**src/rtl/holy_irq_claim_sequencer_if.sv**
```systemverilog
// AXI-Lite bus bundle used between the claim sequencer (master) and the PLIC (slave).
interface axi_lite_if;
  logic [31:0] awaddr;
  logic [2:0]  awprot;
  logic        awvalid;
  logic        awready;
  logic [31:0] wdata;
  logic [3:0]  wstrb;
  logic        wvalid;
  logic        wready;
  logic [1:0]  bresp;
  logic        bvalid;
  logic        bready;
  logic [31:0] araddr;
  logic [2:0]  arprot;
  logic        arvalid;
  logic        arready;
  logic [31:0] rdata;
  logic [1:0]  rresp;
  logic        rvalid;
  logic        rready;

  modport master (
    output awaddr, awprot, awvalid, input awready,
    output wdata, wstrb, wvalid, input wready,
    input bresp, bvalid, output bready,
    output araddr, arprot, arvalid, input arready,
    input rdata, rresp, rvalid, output rready
  );

  modport slave (
    input awaddr, awprot, awvalid, output awready,
    input wdata, wstrb, wvalid, output wready,
    output bresp, bvalid, input bready,
    input araddr, arprot, arvalid, output arready,
    output rdata, rresp, rvalid, input rready
  );
endinterface

```
**src/rtl/holy_irq_claim_sequencer.sv**
```systemverilog
// Hardware PLIC claim/complete sequencer: claims via AXI-Lite read, hands the ID to the core,
// and writes it back to the complete register once the core reports done.
module holy_irq_claim_sequencer #(
  parameter logic [31:0] PLIC_BASE  = 32'h0,
  parameter int unsigned ID_W       = 4,
  parameter int unsigned HOLDOFF    = 2,
  parameter int unsigned SPUR_CNT_W = 8
) (
  input  logic                  clk,
  input  logic                  rst,
  input  logic                  en_i,
  input  logic                  ext_irq_i,
  output logic                  irq_valid_o,
  input  logic                  irq_ready_i,
  output logic [ID_W-1:0]       irq_id_o,
  input  logic                  irq_done_i,
  output logic                  busy_o,
  output logic                  bus_err_o,
  output logic [SPUR_CNT_W-1:0] spur_cnt_o,
  axi_lite_if.master            m_axi_lite
);

  localparam int unsigned HOLD_W = (HOLDOFF > 0) ? $clog2(HOLDOFF + 1) : 1;

  typedef enum logic [3:0] {
    S_IDLE, S_AR, S_R, S_DELIVER, S_SERVICE, S_AW, S_W, S_B, S_HOLD
  } state_t;

  state_t              state;
  logic [HOLD_W-1:0]   hold_cnt;
  logic                arvalid_q;
  logic                rready_q;
  logic                awvalid_q;
  logic                wvalid_q;
  logic                bready_q;

  assign m_axi_lite.araddr  = PLIC_BASE + 32'h4;
  assign m_axi_lite.awaddr  = PLIC_BASE + 32'h4;
  assign m_axi_lite.arprot  = '0;
  assign m_axi_lite.awprot  = '0;
  assign m_axi_lite.wstrb   = 4'hF;
  assign m_axi_lite.wdata   = 32'(irq_id_o);
  assign m_axi_lite.arvalid = arvalid_q;
  assign m_axi_lite.rready  = rready_q;
  assign m_axi_lite.awvalid = awvalid_q;
  assign m_axi_lite.wvalid  = wvalid_q;
  assign m_axi_lite.bready  = bready_q;

  // Only the low ID_W bits of the claim word carry the interrupt ID.
  logic unused_rdata;
  assign unused_rdata = &{1'b0, m_axi_lite.rdata};

  always_ff @(posedge clk) begin
    if (rst) begin
      state       <= S_IDLE;
      hold_cnt    <= '0;
      arvalid_q   <= 1'b0;
      rready_q    <= 1'b0;
      awvalid_q   <= 1'b0;
      wvalid_q    <= 1'b0;
      bready_q    <= 1'b0;
      irq_valid_o <= 1'b0;
      irq_id_o    <= '0;
      busy_o      <= 1'b0;
      bus_err_o   <= 1'b0;
      spur_cnt_o  <= '0;
    end else begin
      unique case (state)
        S_IDLE: begin
          if (en_i && ext_irq_i) begin
            state     <= S_AR;
            arvalid_q <= 1'b1;
            busy_o    <= 1'b1;
          end
        end
        S_AR: begin
          if (m_axi_lite.arready) begin
            state     <= S_R;
            arvalid_q <= 1'b0;
            rready_q  <= 1'b1;
          end
        end
        S_R: begin
          if (m_axi_lite.rvalid) begin
            rready_q <= 1'b0;
            if (m_axi_lite.rresp != 2'b00) begin
              bus_err_o <= 1'b1;
              state     <= S_HOLD;
              hold_cnt  <= HOLD_W'(HOLDOFF);
              busy_o    <= 1'b0;
            end else if (m_axi_lite.rdata[ID_W-1:0] == '0) begin
              if (spur_cnt_o != '1) spur_cnt_o <= spur_cnt_o + SPUR_CNT_W'(1);
              state    <= S_HOLD;
              hold_cnt <= HOLD_W'(HOLDOFF);
              busy_o   <= 1'b0;
            end else begin
              irq_id_o    <= m_axi_lite.rdata[ID_W-1:0];
              irq_valid_o <= 1'b1;
              state       <= S_DELIVER;
            end
          end
        end
        S_DELIVER: begin
          if (irq_ready_i) begin
            irq_valid_o <= 1'b0;
            state       <= S_SERVICE;
          end
        end
        S_SERVICE: begin
          if (irq_done_i) begin
            awvalid_q <= 1'b1;
            state     <= S_AW;
          end
        end
        S_AW: begin
          if (m_axi_lite.awready) begin
            awvalid_q <= 1'b0;
            wvalid_q  <= 1'b1;
            state     <= S_W;
          end
        end
        S_W: begin
          if (m_axi_lite.wready) begin
            wvalid_q <= 1'b0;
            bready_q <= 1'b1;
            state    <= S_B;
          end
        end
        S_B: begin
          if (m_axi_lite.bvalid) begin
            bready_q <= 1'b0;
            if (m_axi_lite.bresp != 2'b00) bus_err_o <= 1'b1;
            state    <= S_HOLD;
            hold_cnt <= HOLD_W'(HOLDOFF);
            busy_o   <= 1'b0;
          end
        end
        S_HOLD: begin
          // The last HOLD cycle makes the IDLE decision itself, so a still-pending
          // irq issues its claim exactly HOLDOFF+1 cycles after the previous handshake.
          if (hold_cnt == '0) begin
            if (en_i && ext_irq_i) begin
              state     <= S_AR;
              arvalid_q <= 1'b1;
              busy_o    <= 1'b1;
            end else begin
              state <= S_IDLE;
            end
          end else begin
            hold_cnt <= hold_cnt - HOLD_W'(1);
          end
        end
        default: state <= S_IDLE;
      endcase
    end
  end

endmodule

```
**src/flat_wrapper.sv**
```systemverilog
// flat-port wrapper written by rule: the top's interface ports become plain ports
module holy_irq_claim_sequencer_flat 
#(
  parameter logic [31:0] PLIC_BASE  = 32'h0,
  parameter int unsigned ID_W       = 4,
  parameter int unsigned HOLDOFF    = 2,
  parameter int unsigned SPUR_CNT_W = 8
)
  (clk, rst, en_i, ext_irq_i, irq_valid_o, irq_ready_i, irq_id_o, irq_done_i, busy_o, bus_err_o, spur_cnt_o, m_axi_lite_awaddr, m_axi_lite_awprot, m_axi_lite_awvalid, m_axi_lite_awready, m_axi_lite_wdata, m_axi_lite_wstrb, m_axi_lite_wvalid, m_axi_lite_wready, m_axi_lite_bresp, m_axi_lite_bvalid, m_axi_lite_bready, m_axi_lite_araddr, m_axi_lite_arprot, m_axi_lite_arvalid, m_axi_lite_arready, m_axi_lite_rdata, m_axi_lite_rresp, m_axi_lite_rvalid, m_axi_lite_rready);
  axi_lite_if m_axi_lite_i ();
  input  logic clk;
  input  logic rst;
  input  logic en_i;
  input  logic ext_irq_i;
  output logic irq_valid_o;
  input  logic irq_ready_i;
  output logic [ID_W-1:0] irq_id_o;
  input  logic irq_done_i;
  output logic busy_o;
  output logic bus_err_o;
  output logic [SPUR_CNT_W-1:0] spur_cnt_o;
  output wire logic [$bits(m_axi_lite_i.awaddr)-1:0] m_axi_lite_awaddr;
  output wire logic [$bits(m_axi_lite_i.awprot)-1:0] m_axi_lite_awprot;
  output wire logic [$bits(m_axi_lite_i.awvalid)-1:0] m_axi_lite_awvalid;
  input wire logic [$bits(m_axi_lite_i.awready)-1:0] m_axi_lite_awready;
  output wire logic [$bits(m_axi_lite_i.wdata)-1:0] m_axi_lite_wdata;
  output wire logic [$bits(m_axi_lite_i.wstrb)-1:0] m_axi_lite_wstrb;
  output wire logic [$bits(m_axi_lite_i.wvalid)-1:0] m_axi_lite_wvalid;
  input wire logic [$bits(m_axi_lite_i.wready)-1:0] m_axi_lite_wready;
  input wire logic [$bits(m_axi_lite_i.bresp)-1:0] m_axi_lite_bresp;
  input wire logic [$bits(m_axi_lite_i.bvalid)-1:0] m_axi_lite_bvalid;
  output wire logic [$bits(m_axi_lite_i.bready)-1:0] m_axi_lite_bready;
  output wire logic [$bits(m_axi_lite_i.araddr)-1:0] m_axi_lite_araddr;
  output wire logic [$bits(m_axi_lite_i.arprot)-1:0] m_axi_lite_arprot;
  output wire logic [$bits(m_axi_lite_i.arvalid)-1:0] m_axi_lite_arvalid;
  input wire logic [$bits(m_axi_lite_i.arready)-1:0] m_axi_lite_arready;
  input wire logic [$bits(m_axi_lite_i.rdata)-1:0] m_axi_lite_rdata;
  input wire logic [$bits(m_axi_lite_i.rresp)-1:0] m_axi_lite_rresp;
  input wire logic [$bits(m_axi_lite_i.rvalid)-1:0] m_axi_lite_rvalid;
  output wire logic [$bits(m_axi_lite_i.rready)-1:0] m_axi_lite_rready;
  assign m_axi_lite_awaddr = m_axi_lite_i.awaddr;
  assign m_axi_lite_awprot = m_axi_lite_i.awprot;
  assign m_axi_lite_awvalid = m_axi_lite_i.awvalid;
  assign m_axi_lite_i.awready = m_axi_lite_awready;
  assign m_axi_lite_wdata = m_axi_lite_i.wdata;
  assign m_axi_lite_wstrb = m_axi_lite_i.wstrb;
  assign m_axi_lite_wvalid = m_axi_lite_i.wvalid;
  assign m_axi_lite_i.wready = m_axi_lite_wready;
  assign m_axi_lite_i.bresp = m_axi_lite_bresp;
  assign m_axi_lite_i.bvalid = m_axi_lite_bvalid;
  assign m_axi_lite_bready = m_axi_lite_i.bready;
  assign m_axi_lite_araddr = m_axi_lite_i.araddr;
  assign m_axi_lite_arprot = m_axi_lite_i.arprot;
  assign m_axi_lite_arvalid = m_axi_lite_i.arvalid;
  assign m_axi_lite_i.arready = m_axi_lite_arready;
  assign m_axi_lite_i.rdata = m_axi_lite_rdata;
  assign m_axi_lite_i.rresp = m_axi_lite_rresp;
  assign m_axi_lite_i.rvalid = m_axi_lite_rvalid;
  assign m_axi_lite_rready = m_axi_lite_i.rready;
  holy_irq_claim_sequencer #(.PLIC_BASE(PLIC_BASE), .ID_W(ID_W), .HOLDOFF(HOLDOFF), .SPUR_CNT_W(SPUR_CNT_W)) u_core (.clk(clk), .rst(rst), .en_i(en_i), .ext_irq_i(ext_irq_i), .irq_valid_o(irq_valid_o), .irq_ready_i(irq_ready_i), .irq_id_o(irq_id_o), .irq_done_i(irq_done_i), .busy_o(busy_o), .bus_err_o(bus_err_o), .spur_cnt_o(spur_cnt_o), .m_axi_lite(m_axi_lite_i));
endmodule
```
**config.mk**
```make
export PLATFORM = sky130hd
export DESIGN_NAME = holy_irq_claim_sequencer_flat
export DESIGN_NICKNAME = d
export VERILOG_FILES = /design/src/rtl/holy_irq_claim_sequencer_if.sv /design/src/rtl/holy_irq_claim_sequencer.sv /design/src/flat_wrapper.sv
export SDC_FILE = /design/constraint.sdc
export NUM_CORES = 1
export LEC_CHECK = 0
export BUFFER_PORTS_ARGS = -buffer_cell sky130_fd_sc_hd__buf_2
export CORE_UTILIZATION = 43
export DETAILED_ROUTE_END_ITERATION = 8
export GPL_TIMING_DRIVEN = 0
export PLACE_DENSITY = 0.9
export SYNTH_ARGS = -nofsm -noshare
export SYNTH_HDL_FRONTEND = slang
export SYNTH_SLANG_ARGS = --single-unit
```
**constraint.sdc**
```tcl
create_clock -name clk -period 4.75 [get_ports clk]
set_clock_uncertainty 0.05 [all_clocks]
set_input_delay 0.2375 -clock clk [delete_from_list [all_inputs] [get_ports clk]]
set_output_delay 0.2375 -clock clk [all_outputs]
set_load 0.02 [all_outputs]
```
==> results of run 1 <==
==> worst register-to-register path: stages, from the launching register on <==
cell and delay (ns):
dfxtp_1 0.48, nor4b_4 0.45, nand4_4 0.21, nor4_1 0.39, xnor2_1 0.17, nor2_1 0.06
==> metrics by stage <==
stage | util (%) | hold WS (ns) | instances | setup slack [ns]
2_1_floorplan | - | 0.284 | 375 | 3.09
3_3_place_gp | 59.4 | 0.399 | 483 | 2.85
3_5_place_dp | 59.4 | 0.408 | 483 | 2.83
4_1_cts | 60.5 | 0.134 | 487 | 2.81
5_1_grt | 60.5 | 0.147 | 487 | 2.65
6_report | 60.5 | 0.138 | 487 | 2.81
==> flip-flops by register name, indices dropped and copies added, names as in the netlist <==
| name | cells |
|---|---|
| u_core.spur_cnt_o | 8 |
| u_core.irq_id_o | 4 |
| u_core.state | 4 |
| u_core.hold_cnt | 2 |
| u_core.bus_err_o | 1 |
| u_core.busy_o | 1 |
| u_core.irq_valid_o | 1 |
| u_core.m_axi_lite.arvalid | 1 |
| u_core.m_axi_lite.awvalid | 1 |
| u_core.m_axi_lite.bready | 1 |
| u_core.m_axi_lite.rready | 1 |
| u_core.m_axi_lite.wvalid | 1 |
==> power breakdown <==
group / internal, mW / switching [mW]
Combinational: 0.163 / 0.248
Sequential: 0.243 / 0.0200
Clock: 0.0743 / 0.0720
==> logic make-up after synthesis <==
group	after synthesis	synth area share (%)
AOI/OAI and AO/OA	43	12.7
xor gates and xnor gates	7	2.79
muxes	5	2.28
and+or+nand+nor	71	18.5
adders and majority gates	2	1.14
buffers and inverters	119	38.6
other	2	0.342
DFF	26	23.7
==> routing by layer <==
| metal | up-vias | wire (um) | part of all wire [%] |
|---|---|---|---|
| met5 | - | 0 | 0 |
| met4 | 0 | 25 | 0.54 |
| met3 | 4 | 424 | 9.1 |
| met2 | 107 | 2320 | 50 |
| met1 | 853 | 1860 | 40 |
| li1 | 1025 | - | - |
==> Yosys cell counts <==
master | n | share of area [%]
or4_1 | 1 | 0.34
o21ai_1 | 5 | 1.1
nor3b_1 | 5 | 1.7
nor2_1 | 21 | 3.6
nor4b_4 | 1 | 1.1
a31oi_1 | 7 | 2.0
and3_1 | 1 | 0.29
or3_1 | 1 | 0.29
o2111ai_1 | 1 | 0.40
nand3_1 | 3 | 0.68
o221ai_1 | 1 | 0.40
o211ai_1 | 1 | 0.34
nand2_1 | 10 | 1.7
a211oi_1 | 8 | 2.7
nor4_1 | 4 | 1.1
o31ai_1 | 1 | 0.34
o21ai_0 | 6 | 1.4
nor2b_1 | 6 | 1.7
o21a_1 | 1 | 0.34
nor3_1 | 6 | 1.4
nor4_2 | 1 | 0.57
a2111oi_0 | 1 | 0.40
inv_1 | 4 | 0.68
buf_2 | 2 | 0.46
a211o_1 | 1 | 0.40
buf_1 | 2 | 0.34
a311oi_1 | 1 | 0.40
a21oi_1 | 7 | 1.6
xnor2_1 | 7 | 2.8
clkbuf_1 | 5 | 0.86
conb_1 | 2 | 0.34
nand4_4 | 1 | 0.97
a41oi_1 | 1 | 0.40
and3b_1 | 1 | 0.40
ha_1 | 2 | 1.1
nand2b_1 | 3 | 0.86
dfxtp_1 | 26 | 24
buf_4 | 106 | 36
mux2i_1 | 5 | 2.3
nand3b_1 | 1 | 0.34
a32oi_1 | 1 | 0.40
nand4_1 | 5 | 1.4
==> final timing paths <==
path / cells after the start / end / slack [ns]
max reg2reg: 5 / u_core.spur_cnt_o[5] / 2.81
min reg2reg: 2 / u_core.bus_err_o / 0.42
max: 5 / u_core.spur_cnt_o[5] / 2.81
min: 2 / u_core.m_axi_lite.arvalid / 0.14
==> layout make-up <==
cell class                 count  area, um2
tap                           67       83.8
fill                         476       1900
clock buffer                   4       55.1
buffer                       115        832
sequential                    26        520
timing repair buffer          41        205
multi-input combinational    230       1200
inverter                       4       15.0
==> results.yml, run 1 <==
synthesis:
  ys_seq_area_share_pct: 23.7
  synth_cell_types: 42
  syn_inst: 275
  syn-cell-area_mm2: 0.00219
  avgSynthCellArea_um2: 7.98
  yosysWarnings: 0
  synth-seq-cells: 26
clocking:
  htree_levels: 1
  clockRootBuffer: "clkbuf_8"
  cts_tree: "done"
  cts_resized: 0
  cts_setup_buffers: 0
  cts_hold_buf: 0
  worst_setup_hold_path_clk_slew_ns: 0.10
  cts_buffers: 3
  clkSinkCount: 26
  clock_path_buffers: 2
  clock_latency_ns: 0.28
power:
  cellPowerDensity_mw_per_mm2: 281
  ir_worst_vdd_v: 0.000151
  p_total_mw: 0.820
  p_leak_nw: 1.60
grt:
  grt_use_total_pct: 16.1
  grt_pass1_vias: 1564
  met2_usage_pct: 29.3
  grt_max_degree: 15
  busiest_layer: "met2"
  use_met1_pct: 19.4
  grt_pass1_wl_um: 6900
  antenna_found_initial: 0
  grt_overflow_total: 0
  grtUsageMet3_pct: 3.57
run_status:
  status: "complete, no violations"
worst_setup_path:
  crit_fanout: 9
  crit_path_end_kind: "flip-flop"
  crit_buf_inv: 0
  worstSetupPathType: "flip-flop to flip-flop"
  crit_chain: "nor4b_4 > nand4_4 > nor4_1 > xnor2_1 > nor2_1"
  crit_path_start_kind: "flip-flop"
  critPathArrivalTime_ns: 2.04
  crit_slowest_cell: "dfxtp_1"
  cpPeakStageDelay_ns: 0.48
  timing.rr.start: "u_core.state[1]"
  critPathTopFamily: "simple AND/OR/NAND/NOR gates"
  required_ns: 4.85
  crit_start: "u_core.state[1]"
placed_design:
  globalplace.congestion: 0.869
  port_buffers: 41
  dpl.hpwl_um: 3770
  dpl_cell_area_mm2: 0.00286
drt:
  drc: 0
  viasPerCell: 4.08
  num_vias: 1989
  wl_per_cell_um: 9.52
  drt_iter0_drc: 101
  antenna_left: 0
  drtPass1Iterations: 4
  wirelength_um: 4630
worst_hold_path:
  holdCritPathClass: "input port to flip-flop"
  hp-start: "m_axi_lite_arready"
cells_and_area:
  final_cell_mix: "106 x buf_4, 102 x conb_1, 43 x buf_2"
  synthToLayoutAreaGrowth_pct: 32.8
  final_area_mm2: 0.00291
  n_antenna_cell: 0
  final_common_cell: "buf_4"
  nNetsFinal: 470
  drive_above_1_share_pct: 37.1
sta:
  rsz0062_at_grt: "false"
  post-route-period-util_pct: 40.9
  tightest_slew_ns: 0.584
  slew_headroom_pct: 60.9
  period_needed_ns: 1.94
  final.setup.tns_ns: 0
  setup_viol: 0
  finalHoldViolations: 0
  max_freq_mhz: 514
  finalMaxSlewViolations: 0
floorplanning:
  dieArea_mm2: 0.00539
  start_util_pct: 45.6
  io-pin-count: 173
  core_mm2: 0.00482
  row_count: 25
  die_x_um: 73.4
  die_h_um: 73.4
run:
  cap_violations: 0
(Power assumes the default switching activity.)
==> inputs of run 2 (changes only) <==
--- a/config.mk
+++ b/config.mk
@@ -5,11 +5,12 @@
 export SDC_FILE = /design/constraint.sdc
 export NUM_CORES = 1
 export LEC_CHECK = 0
+export ABC_AREA = 1
 export BUFFER_PORTS_ARGS = -buffer_cell sky130_fd_sc_hd__buf_2
-export CORE_UTILIZATION = 43
+export CORE_UTILIZATION = 41
 export DETAILED_ROUTE_END_ITERATION = 8
 export GPL_TIMING_DRIVEN = 0
-export PLACE_DENSITY = 0.9
+export PLACE_DENSITY = 0.84
 export SYNTH_ARGS = -nofsm -noshare
 export SYNTH_HDL_FRONTEND = slang
 export SYNTH_SLANG_ARGS = --single-unit
==> constraint.sdc (replaced) <==
create_clock -name clk -period 1.8 [get_ports clk]
set_clock_uncertainty 0.05 [all_clocks]
set_input_delay 0.09 -clock clk [delete_from_list [all_inputs] [get_ports clk]]
set_output_delay 0.09 -clock clk [all_outputs]
set_load 0.02 [all_outputs]
==> run 2 against run 1 <==
Worst hold slack lost 0.093 ns. Critical path depth is 3 higher. Synthesized cell count is 27% higher. Clock power grew to 3.3 times the previous value. Fmax rose by 22%. Non-clock buffer count decreased by 5. Count of clock-buffer cells in the layout decreased by 1. Largest power group unchanged. Die area is 12% higher. Wire length increased by 1.8%. Utilization down 4.3 points. Critical path type unchanged. First-iteration DRC count fell by 29%.
==> results.yml, run 2 <==
floorplanning:
  io-pin-count: 173
  row_count: 27
  start_util_pct: 42.7
  die_h_um: 77.7
  core_mm2: 0.00551
  dieArea_mm2: 0.00604
  die_x_um: 77.7
synthesis:
  synth-seq-cells: 26
  syn_inst: 350
  yosysWarnings: 0
  synth_top_cell_by_area: "buf_4"
  synth_cell_types: 26
  avgSynthCellArea_um2: 6.72
  synth_top_area_share_pct: 34.1
  synth-edff-count: 0
  synth_common_cells: "107 x buf_4, 64 x nand2_1, 33 x inv_1, 27 x nor2_1, 26 x dfxtp_1"
  yosysMostFrequentCell: "buf_4"
  ys_seq_area_share_pct: 22.1
  yosys_most_used_dff: "dfxtp_1"
  syn-cell-area_mm2: 0.00235
  async_flop_share_pct: 0
  synth_area_leaders: "buf_4 34%, dfxtp_1 22%, nand2_1 10%, inv_1 5.3%, a21oi_1 4.5%"
worst_setup_path:
  crit_path_end_kind: "flip-flop"
  worstSetupPathType: "flip-flop to flip-flop"
  critical_path_depth: 8
  reg2reg_depth: 8
  critPathArrivalTime_ns: 1.74
  crit_fanout: 9
  crit_path_start_kind: "flip-flop"
  crit_chain: "inv_2 > nor2_8 > nand2_4 > clkinv_2 > nand4_4 > clkinv_2 > nand2_1 > a21oi_1"
  required_ns: 1.95
  crit_slowest_cell: "dfxtp_1"
  crit_buf_inv: 3
  critPathTopFamily: "flip-flops"
  cp_common_cell: "clkinv_2"
  cpPeakStageDelay_ns: 0.49
sta:
  setup_viol: 0
  rsz0062_at_grt: "false"
  finalHoldViolations: 0
  max_freq_mhz: 628
  finalMaxSlewViolations: 0
  slew_headroom_pct: 62.9
  post-route-period-util_pct: 88.4
  holdWs_ns: 0.0448
  tightest_slew_ns: 0.557
  period_needed_ns: 1.59
  final.setup.tns_ns: 0
  worst_slack_ns: 0.208
cells_and_area:
  n_antenna_cell: 0
  fill_cells: 558
  nNetsFinal: 545
  top_regs: "u_core.spur_cnt_o (8), u_core.irq_id_o (4), u_core.state (4)"
  largest_register_ffs: 8
  registers.top_by_ff_count: "u_core.spur_cnt_o"
  synthToLayoutAreaGrowth_pct: 31.5
  final_common_cell: "buf_4"
  drive_above_1_share_pct: 35.2
  final_cell_mix: "107 x buf_4, 102 x conb_1, 64 x nand2_1"
placed_design:
  place_ws_ns: 0.237
  port_buffers: 41
  dpl.hpwl_um: 4020
  globalplace.congestion: 0.986
clocking:
  cts_setup_buffers: 0
  cts_buffers: 3
  htree_levels: 1
  worst_setup_hold_path_clk_slew_ns: 0.10
  cts_resized: 0
  cts_tree: "done"
  clock_latency_ns: 0.27
  clkSinkCount: 26
  clockRootBuffer: "clkbuf_8"
  cts_hold_buf: 0
  clock_path_buffers: 2
run_status:
  status: "complete, no violations"
drt:
  drt_iter0_drc: 72
  viasPerCell: 3.80
  antenna_left: 0
  wl_per_cell_um: 8.32
  drtPass1Iterations: 4
  wirelength_um: 4720
  num_vias: 2156
  drc: 0
power:
  cellPowerDensity_mw_per_mm2: 827
  ir_worst_vdd_v: 0.000375
  p_leak_nw: 1.87
  p_total_mw: 2.56
grt:
  antenna_found_initial: 0
  grt_overflow_total: 0
  grt_pass1_wl_um: 7540
  grt_pass1_vias: 1838
  grt_use_total_pct: 15.1
  grt_max_degree: 16
run:
  cap_violations: 0
worst_hold_path:
  holdCritPathClass: "input port to flip-flop"
  holdPathStages: 3
[run 2: cell count changes after synthesis, moves of 6 or more]
cell      delta
nand2_1     +54
inv_1       +29
a21oi_1     +14
nand3_1     +14
a211oi_1     -8
a31oi_1      -7
inv_2        +7
xnor2_1      -7
nor2_1       +6
nor2b_1      -6
xor2_1       +6
[run 2: worst paths after layout]
path,start,endpoint,slack (ns)
setup / recovery,u_core.state[1],u_core.spur_cnt_o[2],0.21
hold / removal,m_axi_lite_wready,u_core.m_axi_lite.bready,0.04
setup reg to reg,u_core.state[1],u_core.spur_cnt_o[2],0.21
hold reg to reg,u_core.bus_err_o,u_core.bus_err_o,0.41
[run 2: worst reg2reg max path, delay by kind of cell (launching register included)]
kind	cells	cell delay [ns]
AO/OA/AOI/OAI	1	0.13
buffers and inverters	3	0.37
flip-flops	1	0.49
AND/OR/NAND/NOR	4	0.48
[run 2: metrics by stage]
stage,instance area [um2],instances,utilization [%]
global placement,3020,563,54.9
finish,3090,567,56.2
CTS,3090,567,56.2
floorplan,2730,450,-
detailed placement,3020,563,54.9
global route,3090,567,56.2
[run 2: power breakdown]
part	switching (mW)	internal, mW
sequential	0.0919	0.667
combinational	0.846	0.470
clock	0.187	0.297
total	1.12	1.43
[run 2: logic make-up (layout without fill, tap and decap cells)]
kind of cell	count (synthesis)	count (layout)	synth area share [%]
flip-flops	26	26	22.1
buffers and inverters	152	197	41.4
AND/OR/NAND/NOR	130	130	25.9
AO/OA/AOI/OAI	32	32	6.91
adder cells (fa/ha/maj)	2	2	1.06
other	2	102	0.319
XOR/XNOR	6	6	2.23
[run 2: layer usage]
| layer | global-route usage, % | routed length (um) |
|---|---|---|
| met1 | 15.7 | 1720 |
| met2 | 30.4 | 2590 |
| met3 | 2.59 | 370 |
| met4 | 3.96 | 34 |
| met5 | 0 | 0 |
[run 2: cell type report]
cell class	count	area, um2	share of cell area, %
clock inverter	1	30.0	0.970
timing repair buffer	41	205	6.63
buffer	110	815	26.3
clock buffer	3	41.3	1.33
inverter	42	160	5.18
tap	72	90.1	2.91
sequential	26	520	16.8
multi-input combinational	272	1230	39.8
